**config.mk**
```make
export PLATFORM = sky130hd
export DESIGN_NAME = store_buffer
export DESIGN_NICKNAME = d
export VERILOG_FILES = /design/src/rtl/store_buffer.sv
export SDC_FILE = /design/constraint.sdc
export NUM_CORES = 1
export LEC_CHECK = 0
export BUFFER_PORTS_ARGS = -buffer_cell sky130_fd_sc_hd__buf_2
export CORE_ASPECT_RATIO = 1.1
export CORE_MARGIN = 5
export CORE_UTILIZATION = 40
export DETAILED_ROUTE_END_ITERATION = 8
export PLACE_DENSITY_LB_ADDON = 0.2
export SLEW_MARGIN = 40
export SYNTH_ARGS = -nofsm -noshare
export SYNTH_HDL_FRONTEND = slang
export SYNTH_SLANG_ARGS = --single-unit
```
**constraint.sdc**
```tcl
create_clock -name clk -period 3.8 [get_ports clk]
set_clock_uncertainty 0.05 [all_clocks]
set_input_delay 0.57 -clock clk [delete_from_list [all_inputs] [get_ports clk]]
set_output_delay 0.57 -clock clk [all_outputs]
set_load 0.02 [all_outputs]
```
**src/rtl/store_buffer.sv**
```systemverilog
// Store buffer: queues aligned stores and drains them one at a time to a write bus.
// Optional STORE_CONFLICT_EN adds a combinational load-address conflict check.
module store_buffer #(
  parameter int DATA_W = 32,
  parameter int DEPTH  = 4
) (
  input  logic                  clk,
  input  logic                  resetn,
  input  logic                  st_valid,
  output logic                  st_ready,
  input  logic [1:0]            st_size,
  input  logic [31:0]           st_addr,
  input  logic [DATA_W-1:0]     st_wdata,
  output logic                  st_excp,
  output logic [31:0]           st_badvaddr,
  output logic                  data_req,
  output logic                  data_wr,
  output logic [1:0]            data_size,
  output logic [31:0]           data_addr,
  output logic [DATA_W-1:0]     data_wdata,
  output logic [DATA_W/8-1:0]   data_wstrb,
  input  logic                  data_addr_ok,
  input  logic                  data_data_ok,
`ifdef STORE_CONFLICT_EN
  input  logic [31:0]           ld_addr,
  output logic                  ld_conflict,
`endif
  output logic                  empty
);

  localparam int STRB_W = DATA_W / 8;
  localparam int OFF    = $clog2(STRB_W);
  localparam int PTR_W  = $clog2(DEPTH);
  localparam int CNT_W  = $clog2(DEPTH + 1);

  typedef enum logic [1:0] {
    S_IDLE,
    S_REQ,
    S_WAIT
  } state_t;

  logic [31:0]       addr_mem [DEPTH];
  logic [1:0]        size_mem [DEPTH];
  logic [DATA_W-1:0] data_mem [DEPTH];
  logic [STRB_W-1:0] strb_mem [DEPTH];

  logic [PTR_W-1:0]  wr_ptr, rd_ptr;
  logic [CNT_W-1:0]  count, count_nxt;
  state_t            state, state_nxt;

  logic              full, fire, misaligned, push, pop;
  logic [OFF-1:0]    lane;
  logic [STRB_W-1:0] base_mask;

  assign full     = (count == CNT_W'(DEPTH));
  assign st_ready = !full;
  assign fire     = st_valid && st_ready;
  assign lane     = st_addr[OFF-1:0];

  // A dword store is never legal on a 32-bit bus, whatever its address.
  always_comb begin
    misaligned = 1'b0;
    base_mask  = STRB_W'(1);
    case (st_size)
      2'b00: begin
        misaligned = 1'b0;
        base_mask  = STRB_W'(1);
      end
      2'b01: begin
        misaligned = st_addr[0];
        base_mask  = STRB_W'(3);
      end
      2'b10: begin
        misaligned = |st_addr[1:0];
        base_mask  = STRB_W'(4'hF);
      end
      default: begin
        misaligned = (DATA_W == 32) || (|st_addr[2:0]);
        base_mask  = STRB_W'(8'hFF);
      end
    endcase
  end

  assign push = fire && !misaligned;
  assign pop  = (state == S_WAIT) && data_data_ok;

  // NOTE: every variable driven in an always_comb gets a default first, so no
  // path through the block leaves it unassigned and no latch is inferred.
  always_comb begin
    count_nxt = count;
    if (push && !pop)
      count_nxt = count + CNT_W'(1);
    else if (!push && pop)
      count_nxt = count - CNT_W'(1);
  end

  always_comb begin
    state_nxt = state;
    case (state)
      S_IDLE:  if (count_nxt != '0) state_nxt = S_REQ;
      S_REQ:   if (data_addr_ok) state_nxt = S_WAIT;
      S_WAIT:  if (data_data_ok) state_nxt = (count_nxt != '0) ? S_REQ : S_IDLE;
      default: state_nxt = S_IDLE;
    endcase
  end

  // NOTE: the entry storage has no reset; count and pointers decide which
  // entries are meaningful, so clearing the array on reset buys nothing.
  always_ff @(posedge clk) begin
    if (push) begin
      addr_mem[wr_ptr] <= st_addr;
      size_mem[wr_ptr] <= st_size;
      data_mem[wr_ptr] <= st_wdata << {lane, 3'b000};
      strb_mem[wr_ptr] <= base_mask << lane;
    end
  end

  // NOTE: sequential state uses non-blocking assignments only, so every
  // register samples the values from before the edge.
  always_ff @(posedge clk or negedge resetn) begin
    if (!resetn) begin
      wr_ptr      <= '0;
      rd_ptr      <= '0;
      count       <= '0;
      state       <= S_IDLE;
      st_excp     <= 1'b0;
      st_badvaddr <= '0;
    end else begin
      count   <= count_nxt;
      state   <= state_nxt;
      st_excp <= fire && misaligned;
      if (push) wr_ptr <= wr_ptr + PTR_W'(1);
      if (pop)  rd_ptr <= rd_ptr + PTR_W'(1);
      if (fire && misaligned) st_badvaddr <= st_addr;
    end
  end

  // The head only moves on pop (in WAIT), so the request fields are stable
  // from the start of REQ through the address handshake.
  assign data_req   = (state == S_REQ);
  assign data_wr    = 1'b1;
  assign data_addr  = addr_mem[rd_ptr];
  assign data_size  = size_mem[rd_ptr];
  assign data_wdata = data_mem[rd_ptr];
  assign data_wstrb = strb_mem[rd_ptr];
  assign empty      = (count == '0) && (state == S_IDLE);

`ifdef STORE_CONFLICT_EN
  // The in-flight head is still counted, so it also participates in the match.
  localparam logic [31:0] LINE_MASK = ~32'(STRB_W - 1);
  logic [PTR_W-1:0] dist;

  always_comb begin
    ld_conflict = 1'b0;
    dist        = '0;
    for (int i = 0; i < DEPTH; i++) begin
      dist = PTR_W'(i) - rd_ptr;
      if ((CNT_W'(dist) < count) && (((addr_mem[i] ^ ld_addr) & LINE_MASK) == '0))
        ld_conflict = 1'b1;
    end
  end
`endif

endmodule
```
# Word-level counts from Yosys, hierarchy flattened
# Memory sizes are Yosys's and may differ from the RTL's.
# Cells that the tools add are included.
# Widths: inputs -> output; s select.
dict set report classes {
  addsub 4
  n_eq_ne 8
  shifts 2
  n_mux 11
  reduce_logical 17
}
# operator count
set op_table {}
lappend op_table {{$shl 32x5->32} 1}
lappend op_table {{$pmux 4 s2} 1}
lappend op_table {{$logic_and 1x1->1} 7}
lappend op_table {{$mux 2} 3}
lappend op_table {{$mux 3} 2}
lappend op_table {{$pmux 2 s3} 1}
lappend op_table {{$add 2x1->2 const B} 2}
lappend op_table {{$eq 2x1->1 const B} 2}
lappend op_table {{$eq 2x2->1 const B} 2}
lappend op_table {{$logic_not 1->1} 4}
lappend op_table {{$logic_not 2->1} 2}
lappend op_table {{$ne 2x2->1 const B} 2}
lappend op_table {{$shl 4x2->4} 1}
lappend op_table {{$add 3x1->3 const B} 1}
lappend op_table {{$eq 3x3->1 const B} 1}
lappend op_table {{$logic_not 3->1} 1}
lappend op_table {{$mux 1} 3}
lappend op_table {{$pmux 1 s3} 1}
lappend op_table {{$reduce_and 3->1} 1}
lappend op_table {{$reduce_bool 3->1} 1}
lappend op_table {{$sub 3x1->3 const B} 1}
lappend op_table {{$ne 2x1->1 const B} 1}
lappend op_table {{$reduce_or 2->1} 1}
dict set report word_totals {
  reg_bits 42
  ramBits 280
  in_bits 71
  out_inout_bits 107
  elab_cells 52
  n_memories 4
}
# memory words width rd rd_ports_with_merged_regs wr line
set memory_table {}
lappend memory_table {addr_mem 4 32 1 0 1 42} ;# logic [31:0] addr_mem [DEPTH];
lappend memory_table {data_mem 4 32 1 0 1 44} ;# logic [DATA_W-1:0] data_mem [DEPTH];
lappend memory_table {strb_mem 4 4 1 0 1 45} ;# logic [STRB_W-1:0] strb_mem [DEPTH];
lappend memory_table {size_mem 4 2 1 0 1 43} ;# logic [1:0] size_mem [DEPTH];

# Longest topological paths before layout
# Gate-level depths: netlist of run 1.
dict set report depth {
  ltp_word 12
  mapped_depth 8
  depth_no_buf 7
}

# Worst setup path before layout of run 1
# OpenSTA, ideal clock, no wires.
dict set report synth_path {
  kind {input to register}
  from {input port st_addr[1]}
  to {memory addr_mem[0][0] (enable)}
  setup_time_ns 0.436
  arrival_time_ns 2.943
  required_ns 3.314
  path_slack_ns 0.371
  cell_stages 4
  path_buffers 1
  cell_sequence {or3_4 > a21oi_4 > buf_6 > and2_1}
}
dict set report synth_between {
  elab_chain_cells 6
}
# element line
set synth_lines {}
lappend synth_lines {{start: declaration} 12} ;# input logic [31:0] st_addr,
lappend synth_lines {{$reduce_or 2->1} 74} ;# misaligned = |st_addr[1:0];
lappend synth_lines {{$pmux 1 s3} 64} ;# case (st_size)
lappend synth_lines {{$logic_not 1->1} 84} ;# assign push = fire && !misaligned;
lappend synth_lines {{$logic_and 1x1->1} 84}
lappend synth_lines {{$mux 1} 110} ;# if (push) begin
lappend synth_lines {{$mux 1 (implied by the code)} 111} ;# addr_mem[wr_ptr] <= st_addr;
lappend synth_lines {{end: declaration} 42}
# No other way between the ends.

# Worst setup path in the final report of run 1
dict set report layout_path {
  from {register rd_ptr[0]}
  to {output port data_addr[5]}
}
dict set report layout_between {
  elab_chain_cells 1
}
# element line
set layout_lines {}
lappend layout_lines {{start: declaration} 47} ;# logic [PTR_W-1:0] wr_ptr, rd_ptr;
lappend layout_lines {{start signal: assignment} 133} ;# if (pop) rd_ptr <= rd_ptr + PTR_W'(1);
lappend layout_lines {{$mem_v2 4x32} --}
lappend layout_lines {{end: declaration} 19} ;# output logic [31:0] data_addr,
# No other way between the ends.

==> results of run 1 <==
==> layer usage <==
layer	global-route usage	share of wire
met2	0.251	0.48
met4	0.0281	0.014
met5	0	0
met3	0.0290	0.059
met1	0.215	0.45
==> flip-flops by register name (all words and copies together) (netlist names) <==
signal	flops
addr_mem	128
count	3
data_mem	128
rd_ptr	2
size_mem	8
st_badvaddr	32
st_excp	1
state	2
strb_mem	16
wr_ptr	2
==> cell usage after synthesis (2+ instances only) <==
master	instances	share of area
edfxtp_1	280	0.68
mux4_2	70	0.13
dfrtp_1	42	0.084
mux2_2	32	0.029
mux2i_1	18	0.014
nand2_1	16	0.0048
o21ai_0	14	0.0056
and2_1	13	0.0065
buf_2	13	0.0052
nor2_1	13	0.0039
clkbuf_1	12	0.0036
nor2b_1	10	0.0050
a21oi_1	9	0.0036
a211oi_1	8	0.0048
ha_1	7	0.0070
inv_1	6	0.0018
xnor2_1	4	0.0028
nor3_1	3	0.0012
buf_1	2	0.00060
nand2b_1	2	0.0010
nor2_2	2	0.0010
==> critical path: stages (launching register included) <==
cell     delay (ps)
dfrtp_4         790
buf_4           380
mux4_2          560
buf_2           180
==> report_power, final <==
| part | switching [mW] | total (mW) | leakage (nW) | internal, mW |
|---|---|---|---|---|
| clock | 1.22 | 2.98 | 0.490 | 1.76 |
| combinational | 1.90 | 3.28 | 1.74 | 1.38 |
| sequential | 0.307 | 4.65 | 3.04 | 4.35 |
==> cells by family after synthesis <==
| family | count (synthesis) | share of synthesized area |
|---|---|---|
| other cells | 1 | 0.000301 |
| fa+ha+maj | 8 | 0.00784 |
| simple gates | 64 | 0.0269 |
| flops | 322 | 0.760 |
| mux | 120 | 0.170 |
| buf+inv | 36 | 0.0132 |
| xor+xnor | 4 | 0.00281 |
| compound gates | 37 | 0.0192 |
==> metrics by stage <==
stage | instances | cell area (sq um) | total power [mW]
finish | 1220 | 14900 | 10.9
CTS | 1220 | 14900 | 11.1
detailed placement | 1163 | 13900 | 8.09
global route | 1220 | 14900 | 11.5
global placement | 1162 | 13900 | 8.01
floorplan | 592 | 12500 | 6.91
==> worst max path at each step <==
stage	from	to	slack, ps	cells past startpoint
4_1_cts	rd_ptr[0]	data_addr[11]	610	3
3_3_place_gp	st_addr[1]	addr_mem[0][13]	1070	5
3_5_place_dp	st_addr[1]	addr_mem[0][12]	1000	5
5_1_grt	rd_ptr[0]	data_addr[11]	500	3
6_report	rd_ptr[0]	data_addr[5]	710	3
2_1_floorplan	st_addr[1]	addr_mem[0][0]	370	4
==> cell usage in the layout, fill, tap and decap left out, drive strengths merged, types with 4 or more instances in the layout <==
cell type  synthesis  final
a21oi             10     10
nor2b             10     10
o21ai             14     14
mux2i             18     18
a211oi             8      8
nor2              15     15
buf               17    187
inv                6      7
clkbuf            13     40
and2              13     13
mux4              70     70
clkinv             0      9
edfxtp           280    280
nand2             16     16
xnor2              4      4
dfrtp             42     42
ha                 7      7
mux2              32     32
==> area by class of cell <==
cell class | instances | area (sq um)
clock inverter | 16 | 166
tap | 414 | 518
inverter | 6 | 22.5
clock buffer | 40 | 840
fill | 2575 | 15700
timing repair buffer | 188 | 1060
multi-input combinational | 234 | 2850
sequential | 322 | 9470
==> out/metrics.csv, run 1 <==
metric,value,unit
start_util,0.407,
vias_per_cell,5.09,
diodes,0,
r2r_start,count[0],
die_y,195,microns
drv_cap,0,
wirelength,26500,microns
clkTransAtPathRegs,60,ps
gp_congestion,0.798,
synthFlopType,edfxtp_1,
grt_overflow,0,
grt_pass1_wl,41100,microns
cts_buffers,31,
dr.pass1.iters,4,
hold_viol,0,
detailedPlace.worstSlack,1000,ps
clock_path_buffers,3,
hold_start,st_addr[27],
finalCritPeriodShare,0.813,
final_max_slew_viol_count,0,
grt_antenna_before_repair,0,
fp.dieW,178,microns
dieArea,34800,sq um
cts_tree,yes,
required,3180,ps
post-route-util,0.488,
fin_nets,861,
worstSkewPairLatency,540,ps
crit_type,reg2out,
cts-root-buf,clkbuf_16,
grt_pass1_vias,6888,
syn_avg_cell_area,21.0,sq um
synth_cell_types,37,
holdPathEnd,addr_mem[0][27],
core-area,30600,sq um
fin_setup_tns,0,ps
whs_path_depth,1,
tightest_slew,617,ps
via_count,6208,
io_buffers,176,
drt-wirelength-per-cell,21.7,microns
leakagePower,5.28,nW
setup_slack,711,ps
holdBufCountCts,1,
syn_inst,592,
cts_resized,0,
max-vdd-ir-drop,0.000375,V
period_needed,3090,ps
status,"finished, final reports clean",
io_pins,178,
syn-cell-area,12500,sq um
setup_viol,0,
rr_worst_depth,6,
r2r-end,addr_mem[3][6],
remaining_drc_errors,0,
grt_max_degree,48,
hold_class,in2reg,
r2r_slack,1120,ps
drtAntennaViolNets,0,
cts_setup_buffers,0,
seq_area_frac_synth,0.760,
dr.first_iter.drc_count,350,
areaGrowthSynthToFinish,19.8,%
synth_async_sr_flop_share,0.130,
htreeDepth,1,
rows,67,
path_max_fanout,26,
yosys_warnings,0,
cts_sinks,322,
grt_usage,0.152,
synth_edf_count,280,
ys_ff_latch,322,
power.density,732,nW/um^2
crit_path_end_kind,primary output,
relSlewSlack,0.588,
max_freq,324,MHz
rsz0062_at_grt,false,
layout-drive-gt1-share,0.434,
syn-num-nets,670,
whs,214,ps
critPathArrivalTime,2470,ps
cp-start-kind,flip-flop,
dp_hpwl,17300,microns
No activity file was read; power rests on OpenSTA's default activity.
==> run 2: changes to the inputs <==
Clock period 3.8 ns to 2.53 ns, I/O delays scaled along.
==> out/metrics.csv, run 2 (synthesis gave the netlist of run 1 again) <==
metric,value,unit,change
status,"finished, final reports clean",,unchanged
critPathArrivalTime,2040,ps,was 2470 ps
instances_no_fill,1250,,was 1220
dr.first_iter.drc_count,608,,was 350
clock_path_buffers,3,,unchanged
grt_antenna_before_repair,2,,was 0
io_pins,178,,unchanged
grt_max_degree,43,,was 48
r2r-end,addr_mem[2][24],,was addr_mem[3][6]
setup_viol,0,,unchanged
fin_nets,891,,was 861
cts_sinks,322,,unchanged
finalCritPeriodShare,0.976,,
final_cell_mix,"edfxtp_1 (280), buf_2 (174), mux4_2 (70)",,"was edfxtp_1 (280), buf_2 (175), mux4_2 (70)"
drt-wirelength-per-cell,22.0,microns,was 21.7 microns
placedCellCount,1179,,was 1163
r2r_start,count[0],,unchanged
highest_layer,met5,,was met4
dr.pass1.iters,4,,unchanged
wirelength,27500,microns,was 26500 microns
post-route-util,0.501,,was 0.488
rsz0062_at_grt,false,,unchanged
path_max_fanout,10,,was 26
fillers,2490,,was 2575
max-vdd-ir-drop,0.000620,V,was 0.000375 V
die_y,195,microns,unchanged
rr_worst_depth,6,,unchanged
period_needed,2470,ps,
power_frac_comb,0.334,,was 0.300
p_sw,5.23,mW,was 3.43 mW
hold_class,in2reg,,unchanged
final_max_slew_viol_count,0,,unchanged
m1WireLength,11400,microns,was 11800 microns
p_clk_frac,0.260,,was 0.273
required,2100,ps,was 3180 ps
routed-wl-met2,13500,microns,was 12700 microns
crit_start,rd_ptr[0],,unchanged
drv_cap,0,,unchanged
endpoint,data_wdata[23],,was data_addr[5]
crit_path_end_kind,primary output,,unchanged
clkTransAtPathRegs,60,ps,about the same
dp_hpwl,18400,microns,was 17300 microns
drtAntennaViolNets,0,,unchanged
detailedPlace.worstSlack,286,ps,was 1000 ps
layout-drive-gt1-share,0.445,,was 0.434
vias_per_cell,5.13,,was 5.09
cp-start-kind,flip-flop,,unchanged
start_util,0.407,,unchanged
wl_met3,2080,microns,was 1570 microns
core-area,30600,sq um,unchanged
gp_congestion,0.774,,was 0.798
fin_area,15300,sq um,was 14900 sq um
hold_viol,0,,unchanged
power.density,1090,nW/um^2,was 732 nW/um^2
diodes,0,,unchanged
relSlewSlack,0.553,,was 0.588
layout_commonest_cell,edfxtp_1,,unchanged
swShare,0.312,,was 0.314
cts_buffers,30,,was 31
r2r_slack,280,ps,was 1120 ps
rows,67,,unchanged
grt_overflow,0,,unchanged
io_buffers,176,,unchanged
whs,22.5,ps,was 214 ps
reg_top3,"addr_mem (128), data_mem (128), st_badvaddr (32)",,unchanged
worstSkewPairLatency,540,ps,about the same
via_count,6414,,was 6208
cts-root-buf,clkbuf_16,,unchanged
dieArea,34800,sq um,unchanged
max_freq,405,MHz,
power.total,16.7,mW,was 10.9 mW
grt_usage,0.156,,was 0.152
fp.dieW,178,microns,unchanged
crit_type,reg2out,,unchanged
internal-power,11.5,mW,was 7.49 mW
fin_setup_tns,0,ps,unchanged
leakagePower,5.47,nW,was 5.28 nW
remaining_drc_errors,0,,unchanged
placed_area,14100,sq um,was 13900 sq um
grt_pass1_wl,41900,microns,was 41100 microns
tightest_slew,669,ps,was 617 ps
seqPwrFrac,0.406,,was 0.426
grt_pass1_vias,6902,,was 6888
cts_tree,yes,,unchanged
areaGrowthSynthToFinish,23.1,%,was 19.8%
setup_slack,61.0,ps,was 711 ps
htreeDepth,1,,unchanged
==> run 2: routing by layer <==
metal,vias up,track usage
met2,219,0.263
met3,31,0.0367
met4,4,0.0273
met1,3332,0.212
li1,2828,-
met5,-,0
==> run 2: repair_timing <==
item	CTS	global route
setup endpoints to repair	64	48
setup buffers	3	2
hold endpoints to repair	45	0
hold buffers	8	0
resized for setup	3	7
gates cloned	0	3
==> run 2: worst min path at each step <==
stage / startpoint / end / slack, ps / depth (start not counted)
6_report: st_addr[24] / addr_mem[2][24] / 20 / 1
5_1_grt: st_addr[21] / addr_mem[2][21] / 6 / 1
4_1_cts: st_addr[14] / addr_mem[0][14] / 2 / 1
3_5_place_dp: resetn / st_badvaddr[16] / 350 / 1
3_3_place_gp: resetn / st_badvaddr[16] / 320 / 1
2_1_floorplan: resetn / count[0] / 30 / 0
==> run 2: critical path, stage by stage, from the launching register on <==
cell     delay [ps]
dfrtp_4         430
buf_12          150
buf_12          160
mux4_2          550
buf_2           190
==> run 2: layout make-up <==
| type | count | area (sq um) | area share |
|---|---|---|---|
| clock inverters | 14 | 125 | 0.00816 |
| inverters | 6 | 22.5 | 0.00147 |
| flip-flops and latches | 322 | 9470 | 0.618 |
| clock buffers | 41 | 843 | 0.0550 |
| repair buffers | 219 | 1500 | 0.0979 |
| well taps | 414 | 518 | 0.0338 |
| multi-input cells | 234 | 2850 | 0.186 |
==> run 2: power by group through the flow <==
stage                     clock network (mW)  logic (mW)  registers (mW)
after floorplan                            0        3.30            7.06
after global placement                     0        5.29            6.91
after detailed placement                   0        5.34            6.96
after CTS                               4.48        5.45            6.83
after global routing                    4.72        6.00            6.86
final                                   4.36        5.59            6.79
